## config.mk

```make
export PLATFORM = sky130hd
export DESIGN_NAME = uc_secuencial
export DESIGN_NICKNAME = d
export VERILOG_FILES = /design/src/rtl/uc_secuencial.sv
export SDC_FILE = /design/constraint.sdc
export NUM_CORES = 1
export LEC_CHECK = 0
export ABC_CLOCK_PERIOD_IN_PS = 3100
export BUFFER_PORTS_ARGS = -buffer_cell sky130_fd_sc_hd__buf_2
export CAP_MARGIN = 10
export CORE_MARGIN = 2
export CORE_UTILIZATION = 52
export CTS_CLUSTER_DIAMETER = 100
export DETAILED_ROUTE_END_ITERATION = 16
export PLACE_DENSITY_LB_ADDON = 0.1
export SLEW_MARGIN = 20
export SYNTH_ARGS = -nofsm -noshare
export SYNTH_HDL_FRONTEND = slang
export SYNTH_SLANG_ARGS = --single-unit
```

## constraint.sdc

```tcl
create_clock -name clk -period 3.1 [get_ports clk]
set_clock_uncertainty 0.1 [all_clocks]
set_input_delay 0.31 -clock clk [delete_from_list [all_inputs] [get_ports clk]]
set_output_delay 0.31 -clock clk [all_outputs]
set_load 0.05 [all_outputs]
```

## src/rtl/uc_secuencial.sv

```systemverilog
// Sequencing control unit for the single-cycle microcontroller datapath.
// Decodes opcode/z into datapath selects inside a run/halt/fault state machine.
module uc_secuencial #(
    parameter int ICW              = 16,
    parameter bit FAULT_ON_ILLEGAL = 1'b1
) (
    input  logic           clk,
    input  logic           reset,
    input  logic           start,
    input  logic [5:0]     opcode,
    input  logic           z,
    output logic           s_inc,
    output logic           s_inc2,
    output logic           s_inm,
    output logic           we3,
    output logic [2:0]     op,
    output logic           rst_dp,
    output logic           running,
    output logic           halted,
    output logic           fault,
    output logic [ICW-1:0] icount
);
    localparam logic [5:0] OP_LDI  = 6'b001000;
    localparam logic [5:0] OP_J    = 6'b010000;
    localparam logic [5:0] OP_JZ   = 6'b010001;
    localparam logic [5:0] OP_JNZ  = 6'b010010;
    localparam logic [5:0] OP_BR   = 6'b010100;
    localparam logic [5:0] OP_NOP  = 6'b111110;
    localparam logic [5:0] OP_HALT = 6'b111111;

    typedef enum logic [2:0] {IDLE, RUN, HALTED, FAULT, RESTART} state_t;

    state_t state;
    state_t next_state;
    logic   is_alu;
    logic   is_halt;
    logic   is_illegal;
    logic   retire;

    always_comb begin
        is_alu     = (opcode[5:3] == 3'b000);
        is_halt    = (opcode == OP_HALT);
        is_illegal = !(is_alu || (opcode inside {OP_LDI, OP_J, OP_JZ, OP_JNZ,
                                                 OP_BR, OP_NOP, OP_HALT}));
        retire     = (state == RUN) && !is_halt && !is_illegal;
    end

    always_comb begin
        next_state = state;
        case (state)
            IDLE:    if (start) next_state = RUN;
            RUN: begin
                if (is_halt)
                    next_state = HALTED;
                else if (is_illegal && FAULT_ON_ILLEGAL)
                    next_state = FAULT;
            end
            HALTED,
            FAULT:   if (start) next_state = RESTART;
            RESTART: next_state = RUN;
            default: next_state = IDLE;
        endcase
    end

    // Outputs follow state combinationally, so an async reset drops them to the safe set at once
    always_comb begin
        rst_dp = 1'b1;
        we3    = 1'b0;
        s_inc  = 1'b1;
        s_inc2 = 1'b0;
        s_inm  = 1'b0;
        op     = 3'b000;
        case (state)
            RUN: begin
                rst_dp = 1'b0;
                if (is_alu) begin
                    we3 = 1'b1;
                    op  = opcode[2:0];
                end else begin
                    case (opcode)
                        OP_LDI: begin
                            we3   = 1'b1;
                            s_inm = 1'b1;
                        end
                        OP_J:    s_inc  = 1'b0;
                        OP_JZ:   s_inc  = ~z;
                        OP_JNZ:  s_inc  = z;
                        OP_BR,
                        OP_HALT: s_inc2 = 1'b1;
                        default: ;
                    endcase
                end
            end
            HALTED: begin
                rst_dp = 1'b0;
                s_inc2 = 1'b1;
            end
            default: ;
        endcase
    end

    // The counter is also cleared on entry to RESTART so it already reads 0 during that cycle
    always_ff @(posedge clk or negedge reset) begin
        if (!reset) begin
            state   <= IDLE;
            running <= 1'b0;
            halted  <= 1'b0;
            fault   <= 1'b0;
            icount  <= '0;
        end else begin
            state   <= next_state;
            running <= (next_state == RUN);
            halted  <= (next_state == HALTED);
            fault   <= (next_state == FAULT);
            if (state == IDLE || state == RESTART || next_state == RESTART)
                icount <= '0;
            else if (retire && icount != '1)
                icount <= icount + ICW'(1);
        end
    end
endmodule
```

==> flow_summary.json <==
{
  "overflow": 0,
  "start_util_pct": 55.6,
  "rsz0062_at_grt": "no",
  "vdd_drop_max_v": 0.000558,
  "yosys_warnings": 0,
  "hold_class": "primary input to register",
  "cp_max_fo": 8,
  "grt_pass1_vias": 1222,
  "final_hold_viol_count": 0,
  "dp_slack_ns": 0.756,
  "area_growth_pct": 15.0,
  "timing.final.crit_share_pct": 76.4,
  "startpoint_type": "register",
  "antenna_found_initial": 0,
  "die_area_mm2": 0.00313,
  "synthXorXnorAreaFrac_pct": 0,
  "place_congestion": 0.862,
  "grt_usage_pct": 21.1,
  "seq_area_um2": 551,
  "crit_required_ns": 2.69,
  "cts_resized": 0,
  "drt_pass1_iterations": 4,
  "io_buffers": 36,
  "synth_top_family_by_area": "simple AND/OR/NAND/NOR gates",
  "period_needed_ns": 2.37,
  "maxSlewHeadroom_pct": 68.0,
  "crit_family": "simple AND/OR/NAND/NOR gates",
  "crit_start": "state[2]$_DFF_PN0_",
  "die_x_um": 55.9,
  "worstPathCellList": "or3b_4, nor4_1, and2_1, buf_2",
  "ys_types": 38,
  "cts.sinks": 22,
  "r2r_end": "icount[5]$_DFFE_PN0P_",
  "path_class": "register to primary output",
  "antenna_left": 0,
  "finalSetupTns_ns": 0,
  "r2r_slack_ns": 0.74,
  "critPathMaxStageDelay_ns": 0.47,
  "setup_viol": 0,
  "fin_util_pct": 63.9,
  "worst_pin_slew_ns": 0.480,
  "worstSetupEndpoint": "op[0]",
  "die-height_um": 55.9,
  "grt_pass1_wl_mm": 5.42,
  "hpwl_mm": 2.36,
  "p_leak_nw": 0.755,
  "synth_top_area_share_pct": 39.3,
  "worstSkewPairLatency_ns": 0.30,
  "cts_tree": "yes",
  "vias_per_cell": 6.24,
  "cts_root_buf": "clkbuf_4",
  "numCtsBuffers": 3,
  "status": "finished clean",
  "synth.area.top_cells": "dfrtp_1 39%, a21oi_1 5.4%, o31ai_1 4.8%",
  "drt_iter0_drc": 34,
  "detail_route.wl_per_cell_um": 14.8,
  "totalPowerFinal_w": 0.000973,
  "drv_cap": 0,
  "num_vias": 1366,
  "multi_input_area_um2": 782,
  "synthMuxAreaShare_pct": 0.714,
  "worst-path-stages": 4,
  "reg2regPathDepth": 6,
  "netlist_area_mm2": 0.00140,
  "drive_gt1_share_pct": 24.3,
  "synth_fa_ha_area_share_pct": 1.61,
  "cts-htree-levels": 1,
  "row_count": 18,
  "ys_seq_elements": 22,
  "syn_area_per_cell_um2": 8.82,
  "crit_buf_inv": 1,
  "max_freq_mhz": 422,
  "crit_path_end_kind": "primary output",
  "synth_seq_area_share_pct": 39.3,
  "maxSlewViolCount": 0,
  "synthCells": 159,
  "syn_nets": 170,
  "num_antenna_cells": 0,
  "yosysTopAreaCell": "dfrtp_1",
  "worst_slack_ns": 0.732,
  "fillers": 220,
  "cp_slowest_cell": "dfrtp_1",
  "synth_compound_area_share_pct": 19.3,
  "drc": 0,
  "r2r_start": "state[2]$_DFF_PN0_",
  "cts_max_path_buffers": 2,
  "grt_max_degree": 30,
  "nets": 202,
  "synthSimpleGateAreaFrac_pct": 33.8,
  "arrival_ns": 1.96,
  "wl_mm": 3.24,
  "io_pins": 37,
  "path_clk_slew_ns": 0.11,
  "coreArea_mm2": 0.00252,
  "pwr_density_cell_mw_per_mm2": 603
}
==> cell usage in the layout, fill, tap and decap left out, types with 2 or more instances in the layout <==
master and count:
nand3_1 7, nand2_1 9, or4_1 8, nor4_1 5, or3_1 4, o32a_1 2
o211ai_1 2, dfrtp_1 22, and3_1 5, o21ai_0 7, a21oi_1 15, nor2_1 10
nand2b_1 3, buf_4 2, inv_1 4, and2_1 7, nand3b_1 2, and4_1 3
clkbuf_4 3, o31ai_1 9, buf_2 36, nand4_1 7
==> metrics by stage <==
step / instance area [um2] / hold WS (ns) / std cells
3_5_place_dp: 1580 / 0.206 / 215
3_3_place_gp: 1580 / 0.199 / 215
5_1_grt: 1610 / 0.233 / 219
2_1_floorplan: 1400 / -0.0856 / 159
6_report: 1610 / 0.225 / 219
4_1_cts: 1610 / 0.209 / 219
==> worst register-to-register path, stage by stage, from the launching register on <==
cell,delay (ns)
dfrtp_1,0.47
or3b_4,0.47
nor4_2,0.30
a211oi_2,0.06
buf_4,0.23
or4_1,0.52
a21oi_1,0.15
==> layer usage <==
| layer | GRT usage (%) | vias to the layer above | routed length, um |
|---|---|---|---|
| met1 | 30.8 | 658 | 1560 |
| met2 | 33.0 | 36 | 1530 |
| li1 | - | 668 | - |
| met4 | 5.44 | 0 | 22 |
| met5 | 0 | - | 0 |
| met3 | 3.26 | 4 | 137 |
==> report_power, final <==
| part | total [W] | switching (W) | leakage (nW) | internal, W |
|---|---|---|---|---|
| Combinational | 0.000475 | 0.000341 | 0.441 | 0.000134 |
| Clock | 0.000127 | 0.0000816 | 0.0138 | 0.0000453 |
| Sequential | 0.000372 | 0.0000448 | 0.300 | 0.000327 |
==> state kept, by name (all words and copies together), names as in the netlist <==
signal / flops
state: 3
fault: 1
halted: 1
running: 1
icount: 16
==> kinds of logic after synthesis <==
logic type | after synthesis
compound gates | 42
buf+inv | 16
fa+ha+maj | 2
mux | 1
flops | 22
simple gates | 76
==> worst min path at each step <==
stage / startpoint / to / slack, ns / cells past startpoint
floorplan: reset / fault$_DFF_PN0_ / -0.09 / 0
global placement: reset / fault$_DFF_PN0_ / 0.20 / 1
detailed placement: reset / fault$_DFF_PN0_ / 0.21 / 1
CTS: start / state[2]$_DFF_PN0_ / 0.21 / 3
global route: start / state[2]$_DFF_PN0_ / 0.23 / 3
finish: start / state[2]$_DFF_PN0_ / 0.23 / 3
==> cell type report <==
class	instances	area share [%]
Sequential cell	22	34.1
Tap cell	30	2.33
Multi-Input combinational cell	121	48.5
Inverter	4	0.931
Clock buffer	3	1.40
Timing Repair Buffer	39	12.7
==> cells in the mapped netlist <==
| cell type | number |
|---|---|
| ha_1 | 1 |
| nor4b_4 | 1 |
| o211ai_1 | 2 |
| dfrtp_1 | 22 |
| and4_1 | 3 |
| or4_1 | 8 |
| buf_6 | 2 |
| a21o_1 | 1 |
| mux2i_1 | 1 |
| a21oi_1 | 15 |
| a2bb2oi_1 | 1 |
| o311ai_1 | 1 |
| nand2_1 | 9 |
| maj3_1 | 1 |
| nand2b_1 | 3 |
| nor3_1 | 1 |
| o32a_1 | 2 |
| inv_1 | 4 |
| or3_1 | 4 |
| o31a_1 | 1 |
| o21ai_0 | 7 |
| and2_1 | 7 |
| nor2_1 | 10 |
| and3_1 | 5 |
| nand3_1 | 7 |
| o31ai_1 | 9 |
| buf_1 | 1 |
| nor3b_2 | 1 |
| nand3b_1 | 2 |
| nand4_1 | 7 |
| or3b_4 | 1 |
| a211o_1 | 1 |
| nor4_1 | 5 |
| clkbuf_1 | 9 |
| a211oi_1 | 1 |
| or2b_1 | 1 |
| nor4_2 | 1 |
| o21a_1 | 1 |
==> repair_timing <==
action,in CTS,in global routing
setup buffers,0,0
hold endpoints to repair,22,0
setup endpoints to repair,0,0
hold buffers,1,0
Power figures use the tool's default switching activity.
